[src/rtl/hazard_pkg.sv]
// Shared types and defaults for the pipeline hazard unit.
// Forwarding support in hazard_unit is selected with the HAZARD_FORWARDING_EN macro.
package hazard_pkg;

  localparam int HAZARD_REG_ADDR_W = 4;

  typedef enum logic [1:0] {
    FWD_REGFILE   = 2'd0,
    FWD_EXECUTE   = 2'd1,
    FWD_MEMORY    = 2'd2,
    FWD_WRITEBACK = 2'd3
  } fwd_sel_t;

endpackage

[src/rtl/hazard_scoreboard.sv]
// Busy-register scoreboard for long-latency writes.
// A set and a clear of the same register in one cycle leave it busy: the
// completion belongs to the older operation, the new issue is still in flight.
module hazard_scoreboard
  import hazard_pkg::*;
#(
  parameter int REG_ADDR_W = HAZARD_REG_ADDR_W,
  localparam int NUM_REGS = 2 ** REG_ADDR_W
) (
  input  logic                  clk,
  input  logic                  rst,
  input  logic                  set_en,
  input  logic [REG_ADDR_W-1:0] set_idx,
  input  logic                  clr_en,
  input  logic [REG_ADDR_W-1:0] clr_idx,
  output logic [NUM_REGS-1:0]   busy
);

  logic [NUM_REGS-1:0] busy_nxt;

  // Next busy vector: apply clear first so a same-register set overrides it.
  always_comb begin
    busy_nxt = busy;
    if (clr_en) busy_nxt[clr_idx] = 1'b0;
    if (set_en) busy_nxt[set_idx] = 1'b1;
  end

  // Busy register; reset drops every pending entry.
  always_ff @(posedge clk) begin
    if (rst) busy <= '0;
    else     busy <= busy_nxt;
  end

endmodule

[src/rtl/hazard_unit.sv]
// Pipeline hazard unit: compares decode sources against execute, memory and
// writeback destinations, tracks long-latency writes in a scoreboard, and
// counts stalled decode cycles with a saturating counter.
// Build option: define HAZARD_FORWARDING_EN to emit forwarding selects and
// stall only on load-use; otherwise every pipeline match stalls.
module hazard_unit
  import hazard_pkg::*;
#(
  parameter int REG_ADDR_W         = HAZARD_REG_ADDR_W,
  parameter bit ZERO_REG_HARDWIRED = 1'b0,
  parameter int STALL_CNT_W        = 16,
  localparam int NUM_REGS = 2 ** REG_ADDR_W
) (
  input  logic                   i_clk,
  input  logic                   i_reset,
  input  logic                   i_decode_valid,
  input  logic [REG_ADDR_W-1:0]  i_decode_rs1,
  input  logic [REG_ADDR_W-1:0]  i_decode_rs2,
  input  logic                   i_decode_rs1_used,
  input  logic                   i_decode_rs2_used,
  input  logic                   i_issue,
  input  logic [REG_ADDR_W-1:0]  i_issue_ws,
  input  logic                   i_issue_long,
  input  logic [REG_ADDR_W-1:0]  i_execute_ws,
  input  logic                   i_execute_we,
  input  logic                   i_execute_is_load,
  input  logic [REG_ADDR_W-1:0]  i_memory_ws,
  input  logic                   i_memory_we,
  input  logic [REG_ADDR_W-1:0]  i_writeback_ws,
  input  logic                   i_writeback_we,
  input  logic                   i_long_done,
  input  logic [REG_ADDR_W-1:0]  i_long_ws,
  output logic                   o_stall,
  output logic [1:0]             o_fwd_rs1,
  output logic [1:0]             o_fwd_rs2,
  output logic [NUM_REGS-1:0]    o_busy,
  output logic [STALL_CNT_W-1:0] o_stall_count
);

  function automatic logic is_zero_reg(input logic [REG_ADDR_W-1:0] rs);
    return ZERO_REG_HARDWIRED && (rs == '0);
  endfunction

  function automatic logic src_match(input logic                  used,
                                     input logic                  we,
                                     input logic [REG_ADDR_W-1:0] rs,
                                     input logic [REG_ADDR_W-1:0] ws);
    return used && we && (rs == ws) && !is_zero_reg(rs);
  endfunction

  function automatic logic [STALL_CNT_W-1:0] sat_inc(input logic [STALL_CNT_W-1:0] cnt);
    if (&cnt) return cnt;
    return cnt + 1'b1;
  endfunction

  logic     ex_rs1, ex_rs2, mem_rs1, mem_rs2, wb_rs1, wb_rs2;
  logic     sb_hit, stage_stall;
  fwd_sel_t fwd_rs1, fwd_rs2;

  assign ex_rs1  = src_match(i_decode_rs1_used, i_execute_we,   i_decode_rs1, i_execute_ws);
  assign ex_rs2  = src_match(i_decode_rs2_used, i_execute_we,   i_decode_rs2, i_execute_ws);
  assign mem_rs1 = src_match(i_decode_rs1_used, i_memory_we,    i_decode_rs1, i_memory_ws);
  assign mem_rs2 = src_match(i_decode_rs2_used, i_memory_we,    i_decode_rs2, i_memory_ws);
  assign wb_rs1  = src_match(i_decode_rs1_used, i_writeback_we, i_decode_rs1, i_writeback_ws);
  assign wb_rs2  = src_match(i_decode_rs2_used, i_writeback_we, i_decode_rs2, i_writeback_ws);

  hazard_scoreboard #(
    .REG_ADDR_W(REG_ADDR_W)
  ) u_scoreboard (
    .clk     (i_clk),
    .rst     (i_reset),
    .set_en  (i_issue && i_issue_long),
    .set_idx (i_issue_ws),
    .clr_en  (i_long_done),
    .clr_idx (i_long_ws),
    .busy    (o_busy)
  );

  // Scoreboard reads the registered busy bits only, so a clear shows up a cycle later.
  assign sb_hit = (i_decode_rs1_used && o_busy[i_decode_rs1] && !is_zero_reg(i_decode_rs1)) ||
                  (i_decode_rs2_used && o_busy[i_decode_rs2] && !is_zero_reg(i_decode_rs2));

`ifdef HAZARD_FORWARDING_EN
  // Youngest producer wins: execute, then memory, then writeback.
  always_comb begin
    fwd_rs1 = FWD_REGFILE;
    if (ex_rs1)       fwd_rs1 = FWD_EXECUTE;
    else if (mem_rs1) fwd_rs1 = FWD_MEMORY;
    else if (wb_rs1)  fwd_rs1 = FWD_WRITEBACK;
  end

  // Same priority for the second operand.
  always_comb begin
    fwd_rs2 = FWD_REGFILE;
    if (ex_rs2)       fwd_rs2 = FWD_EXECUTE;
    else if (mem_rs2) fwd_rs2 = FWD_MEMORY;
    else if (wb_rs2)  fwd_rs2 = FWD_WRITEBACK;
  end

  // A load in execute has no data to forward yet.
  assign stage_stall = i_execute_is_load && (ex_rs1 || ex_rs2);
`else
  logic unused_is_load;

  assign fwd_rs1        = FWD_REGFILE;
  assign fwd_rs2        = FWD_REGFILE;
  assign stage_stall    = ex_rs1 || ex_rs2 || mem_rs1 || mem_rs2 || wb_rs1 || wb_rs2;
  assign unused_is_load = i_execute_is_load;
`endif

  assign o_stall   = i_decode_valid && (stage_stall || sb_hit);
  assign o_fwd_rs1 = i_decode_valid ? fwd_rs1 : FWD_REGFILE;
  assign o_fwd_rs2 = i_decode_valid ? fwd_rs2 : FWD_REGFILE;

  // Stalled-cycle counter for performance monitoring, saturating at all-ones.
  always_ff @(posedge i_clk) begin
    if (i_reset)      o_stall_count <= '0;
    else if (o_stall) o_stall_count <= sat_inc(o_stall_count);
  end

endmodule

[config.mk]
export PLATFORM = sky130hd
export DESIGN_NAME = hazard_unit
export DESIGN_NICKNAME = d
export VERILOG_FILES = /design/src/rtl/hazard_pkg.sv /design/src/rtl/hazard_scoreboard.sv /design/src/rtl/hazard_unit.sv
export SDC_FILE = /design/constraint.sdc
export NUM_CORES = 1
export LEC_CHECK = 0
export ABC_AREA = 1
export BUFFER_PORTS_ARGS = -buffer_cell sky130_fd_sc_hd__buf_2
export CAP_MARGIN = 20
export CORE_MARGIN = 5
export CORE_UTILIZATION = 40
export CTS_CLUSTER_DIAMETER = 80
export DETAILED_ROUTE_END_ITERATION = 8
export PLACE_DENSITY = 0.67
export SYNTH_ARGS = -nofsm -noshare
export SYNTH_HDL_FRONTEND = slang
export SYNTH_SLANG_ARGS = --single-unit
export TNS_END_PERCENT = 20
[constraint.sdc]
create_clock -name i_clk -period 1.7 [get_ports i_clk]
set_clock_uncertainty 0.15 [all_clocks]
set_input_delay 0.17 -clock i_clk [delete_from_list [all_inputs] [get_ports i_clk]]
set_output_delay 0.17 -clock i_clk [all_outputs]
set_load 0.005 [all_outputs]
==> results of run 1 <==
## repair_timing
item | 4_1_cts | 5_1_grt
resized for setup | 17 | 18
endpoints found under the setup margin | 12 | 17
hold buffers | 0 | 0
setup buffers | 2 | 2
pin swaps | 4 | 10
## power groups by stage
| stage | logic, mW | clock network, mW | registers [mW] |
|---|---|---|---|
| 4_1_cts | 0.545 | 0.748 | 0.800 |
| 5_1_grt | 0.620 | 0.775 | 0.804 |
| 2_1_floorplan | 0.320 | 0 | 0.821 |
| 3_5_place_dp | 0.530 | 0 | 0.814 |
| 3_3_place_gp | 0.524 | 0 | 0.814 |
| 6_report | 0.554 | 0.731 | 0.801 |
## stage by stage
| step | cells | worst slack [ps] | hold slack [ps] | setup TNS [ps] |
|---|---|---|---|---|
| after global placement | 633 | -75.6 | 336 | -813 |
| after global routing | 645 | -207 | 91.6 | -2550 |
| after floorplan | 463 | -27.6 | 191 | -105 |
| after CTS | 643 | -111 | 71.2 | -356 |
| after detailed placement | 633 | -96.5 | 336 | -1210 |
| final | 645 | -99.8 | 80.1 | -188 |
## logic make-up (layout without fill, tap and decap cells)
kind of cell,Yosys count,after routing
DFF,32,32
AOI/OAI and AO/OA,46,46
and+or+nand+nor,281,281
xor gates and xnor gates,6,6
other,1,4
buffers and inverters,93,198
adders and majority gates,1,1
## layout make-up
class	count	area, sq um
inverters	77	289
multi-input cells	338	1670
flip-flops and latches	32	663
well taps	77	96.3
clock inverters	2	35.0
fillers	651	2880
clock buffers	6	72.6
repair buffers	113	683
## path summary, 6_finish.rpt
| path | startpoint | to | slack, ps | depth (start not counted) |
|---|---|---|---|---|
| worst max-delay path | u_scoreboard.busy[6] | o_stall | -100 | 10 |
| worst min-delay path | i_long_ws[0] | u_scoreboard.busy[0] | 80 | 3 |
| worst max register to register | u_scoreboard.busy[6] | o_stall_count[1] | -30 | 12 |
| worst min register to register | u_scoreboard.busy[12] | u_scoreboard.busy[12] | 340 | 2 |
## per-layer routing
layer | up-vias | share of wire, %
li1 | 1648 | -
met1 | 1430 | 44
met2 | 105 | 47
met3 | 15 | 6.9
met4 | 0 | 1.9
met5 | - | 0
## state kept, by name (all words and copies together), names as in the netlist
register           flops
o_stall_count         16
u_scoreboard.busy     16
## cells in the final DEF (no fill, tap or decap), types with 2 or more instances in the layout
cell      count
o22ai_1       2
nor2_2        7
nand2_2      10
buf_4        41
nor3_1        3
nand3_1      39
o211ai_1      2
dfxtp_1      14
nor2_4        2
inv_1        65
a21oi_1      20
o31ai_1       2
dfxtp_2      18
buf_2        71
inv_2        12
conb_1        4
o21ai_0      18
nor2_1       46
nand3_2       7
xnor2_1       2
nor3_2        2
nand3_4       3
nand4_1      14
nand2_1     143
clkbuf_8      5
xor2_1        4
## critical path, cell delays in order (launching register included)
cell and delay [ps]:
dfxtp_2 330, inv_2 60, nand2_2 60, nand3_2 70
nand3_1 90, nand3_1 90, nand2_1 70, nand2_2 80
nand3_4 80, and2_4 140, buf_2 120
==> impl_metrics.py, run 1 <==
metrics = {
    "cts": {
        "htreeDepth": 2,
        "path_clk_slew_ps": 70,
        "clockRootBuffer": "clkbuf_8",
        "clk_latency_ps": 290,
        "cts_tree": "built",
        "cts_made_buffers": 5,
        "cts_buffer_depth": 2,
        "cts_sinks": 32,
    },
    "placement": {
        "port_buffers": 71,
        "hpwl_microns": 6330,
        "routabilityCongestion": 0.936,
        "placed_area_sq_um": 3300,
    },
    "die": {
        "rows": 29,
        "die_area_sq_um": 8360,
        "die_h_microns": 91.4,
        "die_x_microns": 91.4,
        "core_region_area_sq_um": 6390,
        "initial_core_util_pct": 41.5,
        "io_pins": 77,
    },
    "synthesis": {
        "synth_top_family_by_area": "simple AND/OR/NAND/NOR gates",
        "syn_area_sq_um": 2650,
        "synth-seq-cells": 32,
        "synth_commonest_cells": "nand2_1 (146), inv_1 (72), nor2_1 (48)",
        "synth_adder_area_share_pct": 0.472,
        "synthArstFlopShare_pct": 0,
        "yosys.area_share.simple_pct": 48.3,
        "yosys_warnings": 0,
        "synth_edf_count": 0,
        "ys.flop_type": "dfxtp_1",
        "ys_seq_area_share_pct": 24.2,
        "synth_top_area_cell": "dfxtp_1",
        "synth_compound_area_share_pct": 9.29,
        "synth.avg_cell_area_sq_um": 5.77,
        "synth_xor_area_share_pct": 1.98,
        "syn_inst": 460,
        "netlist.area_leader.share_pct": 24.2,
        "synth_cell_types": 34,
        "synthMuxAreaShare_pct": 0,
        "synth_area_leaders": "dfxtp_1 (24%), nand2_1 (21%), inv_1 (10%)",
        "synth.most_common_cell": "nand2_1",
    },
    "power": {
        "intPower_mw": 1.44,
        "clockPowerShare_pct": 35.0,
        "p_sw_share_pct": 30.8,
        "p_sw_uw": 642,
        "p_per_area_nw_per_um2": 595,
        "power_frac_seq_pct": 38.4,
        "irDropWorstVdd_v": 0.000384,
        "leakage_nw": 1.88,
        "total_power_mw": 2.09,
        "combPwrFrac_pct": 26.6,
    },
    "route": {
        "drtPass1Iterations": 5,
        "postRouteAntennaNets": 0,
        "remaining_drc_errors": 0,
        "viasPerCell": 4.96,
        "vias": 3198,
        "routed_wl_microns": 8130,
        "routedWlPerCell_microns": 12.6,
        "first_iter_violations": 187,
    },
    "final_layout": {
        "utilization_pct": 54.9,
        "antenna-diode-count": 0,
        "drive_gt1_share_pct": 32.6,
        "syn_to_final_growth_pct": 32.2,
        "final_cell_area_sq_um": 3510,
        "layout.nets": 608,
    },
    "timing": {
        "worst_pin_slew_ps": 563,
        "setup_violations": 7,
        "min_period_over_period_pct": 106,
        "relSlewSlack_pct": 62.2,
        "fmax_ghz": 0.556,
        "finalHoldViolCount": 0,
        "timing.final.ws_setup_ps": -99.8,
        "period_minus_slack_ps": 1800,
        "rsz0062_at_grt": "yes",
        "maxSlewViolCount": 0,
    },
    "setup_path": {
        "cp.required_ps": 1380,
        "cp-end-kind": "primary output",
        "crit_fanout": 3,
        "crit_type": "reg2out",
        "cp-start-kind": "register",
        "cp.arrival_ps": 1480,
    },
    "global_route": {
        "top_usage_layer": "met2",
        "grt_pass1_vias": 3059,
        "grt_usage_pct": 19.2,
        "antenna_found_initial": 0,
        "use_met1_pct": 24.3,
        "gr-usage-met2_pct": 32.0,
        "grt.overflow.total": 0,
        "grt_max_degree": 21,
        "grt_pass1_wl_microns": 13600,
        "grt_use_met3_pct": 4.30,
    },
    "min_path": {
        "min_path_type": "in2reg",
    },
    "run_status": {
        "status": "finished with violations",
        "violations": "setup timing",
    },
    "run": {
        "max_cap_violations": 0,
    },
}
Power figures use the tool's default switching activity.
==> run 2: changes to the inputs <==
--- a/config.mk
+++ b/config.mk
@@ -13,5 +13,5 @@
 export CTS_CLUSTER_DIAMETER = 80
 export DETAILED_ROUTE_END_ITERATION = 8
-export PLACE_DENSITY = 0.67
+export PLACE_DENSITY = 0.64
 export SYNTH_ARGS = -nofsm -noshare
 export SYNTH_HDL_FRONTEND = slang
==> constraint.sdc (replaced) <==
create_clock -name i_clk -period 1.7 [get_ports i_clk]
set_clock_uncertainty 0.15 [all_clocks]
set_input_delay 0.085 -clock i_clk [delete_from_list [all_inputs] [get_ports i_clk]]
set_output_delay 0.085 -clock i_clk [all_outputs]
set_load 0.005 [all_outputs]
==> impl_metrics.py, run 2 (same netlist as run 1, synthesis figures left out) <==
metrics = {
    "power": {
        "irDropWorstVdd_v": 0.000324,
        "p_sw_uw": 635,
        "intPower_mw": 1.36,
        "leakage_nw": 1.90,
        "p_per_area_nw_per_um2": 562,
        "p_sw_share_pct": 31.9,
        "combPwrFrac_pct": 28.8,
        "power_frac_seq_pct": 40.2,
        "clockPowerShare_pct": 30.9,
        "total_power_mw": 1.99,
    },
    "placement": {
        "routabilityCongestion": 0.938,
        "port_buffers": 71,
        "placed_area_sq_um": 3370,
        "hpwl_microns": 6330,
    },
    "route": {
        "first_iter_violations": 227,
        "vias": 3263,
        "routed_wl_microns": 8060,
        "routedWlPerCell_microns": 12.3,
        "postRouteAntennaNets": 0,
        "drtPass1Iterations": 5,
        "remaining_drc_errors": 0,
        "viasPerCell": 5.00,
    },
    "final_layout": {
        "fillCellCount": 714,
        "layout.nets": 616,
        "utilization_pct": 55.5,
        "syn_to_final_growth_pct": 33.5,
        "final_cell_mix": "nand2_1 (146), inv_1 (71), buf_2 (70)",
        "drive_gt1_share_pct": 29.5,
        "layout_commonest_cell": "nand2_1",
        "antenna-diode-count": 0,
        "reg_top3": "o_stall_count: 16 flops, u_scoreboard.busy: 16 flops",
        "final_cell_area_sq_um": 3540,
    },
    "timing": {
        "relSlewSlack_pct": 66.9,
        "maxSlewViolCount": 0,
        "holdWs_ps": 13.4,
        "rsz0062_at_grt": "yes",
        "finalHoldViolCount": 0,
        "timing.final.ws_setup_ps": -140,
        "worst_pin_slew_ps": 493,
        "fmax_ghz": 0.543,
        "period_minus_slack_ps": 1840,
        "setup_violations": 11,
        "min_period_over_period_pct": 108,
    },
    "cts": {
        "cts_made_buffers": 5,
        "cts_sinks": 32,
        "clk_latency_ps": 280,
        "cts_tree": "built",
        "htreeDepth": 2,
        "clockRootBuffer": "clkbuf_8",
        "cts_buffer_depth": 2,
        "path_clk_slew_ps": 70,
    },
    "setup_path": {
        "cp.arrival_ps": 1610,
        "crit_chain": "inv_1 -> nand2_1 -> o211ai_1 -> nand3_1 -> nand3_1 -> nand2_1 -> nand2_1 -> nand3_4 -> buf_12 -> and2_4 -> buf_6",
        "cp.required_ps": 1460,
        "crit_type": "reg2out",
        "slowest_delay_ps": 340,
        "crit_fanout": 2,
        "cp-end-kind": "primary output",
        "crit_family": "simple AND/OR/NAND/NOR gates",
        "cp-start-kind": "register",
        "cp_num_buf_inv": 3,
        "cpMostUsedCell": "nand2_1",
        "cpMaxStageDelayCell": "dfxtp_2",
    },
    "global_route": {
        "use_met1_pct": 26.7,
        "gr-usage-met2_pct": 32.0,
        "grt_max_degree": 21,
        "antenna_found_initial": 0,
        "grt_pass1_wl_microns": 13900,
        "grt_pass1_vias": 3100,
        "top_usage_layer": "met2",
        "grt_usage_pct": 19.7,
        "grt_use_met3_pct": 4.21,
        "grt.overflow.total": 0,
    },
    "die": {
        "die_area_sq_um": 8360,
        "die_h_microns": 91.4,
        "die_x_microns": 91.4,
        "rows": 29,
        "initial_core_util_pct": 41.5,
        "io_pins": 77,
        "core_region_area_sq_um": 6390,
    },
    "run": {
        "max_cap_violations": 0,
    },
    "run_status": {
        "status": "finished with violations",
        "violations": "setup timing",
    },
    "min_path": {
        "min_path_type": "in2reg",
    },
}
-- run 2: cell types whose count changed in the layout (fill, tap and decap cells not counted), moves of 3 or more --
cell / previous run / this run
buf_4: 41 / 45
dfxtp_1: 14 / 20
dfxtp_2: 18 / 12
inv_1: 65 / 71
inv_2: 12 / 6
nand2_1: 143 / 146
nand2_2: 10 / 7
nand3_1: 39 / 44
nand3_2: 7 / 2
-- run 2: final timing paths --
| path | endpoint | from | slack, ps | cells after the start |
|---|---|---|---|---|
| min reg2reg | u_scoreboard.busy[13] | u_scoreboard.busy[13] | 340 | 2 |
| max | o_stall | u_scoreboard.busy[1] | -140 | 11 |
| min | u_scoreboard.busy[2] | i_issue_ws[3] | 10 | 4 |
| max reg2reg | o_stall_count[10] | o_stall_count[0] | -70 | 11 |
-- run 2: through the flow --
stage               setup TNS, ps  std cells  worst slack, ps
floorplan                    -105        463            -27.6
global placement                0        641             3.82
detailed placement           -183        641            -34.6
CTS                          -490        653             -153
global route                -3300        653             -309
finish                       -475        653             -140
-- run 2: power groups by stage --
stage / Combinational (mW) / Clock [mW] / Sequential, mW
after floorplan: 0.320 / 0 / 0.821
after global placement: 0.537 / 0 / 0.814
after detailed placement: 0.541 / 0 / 0.815
after CTS: 0.573 / 0.637 / 0.801
after global routing: 0.648 / 0.675 / 0.804
final: 0.574 / 0.616 / 0.801
-- run 2: worst min-delay path: stages --
cell     delay (ps)
buf_2           100
nor3_1           90
nand2_1          70
a21oi_1          60
-- run 2: metal layers --
metal,up-vias,routed length [microns]
li1,1668,-
met1,1478,3660
met2,106,3750
met3,11,565
met4,0,83
met5,-,0
-- run 2: final cells by class --
class / count / area (sq um) / area share [%]
clock buffers: 7 / 86.3 / 2.44
clock inverters: 1 / 7.51 / 0.212
inverters: 77 / 289 / 8.16
multi-input cells: 339 / 1650 / 46.5
flip-flops and latches: 32 / 656 / 18.5
well taps: 77 / 96.3 / 2.72
repair buffers: 120 / 761 / 21.5
-- run 2: timing repair --
item | 4_1_cts | 5_1_grt
pin swaps | 4 | 4
buffers inserted | 2 | 0
setup endpoints to repair | 16 | 17
hold buffers | 1 | 0
endpoints found under the hold margin | 1 | 0
cloned | 1 | 0
gates resized for setup | 14 | 2
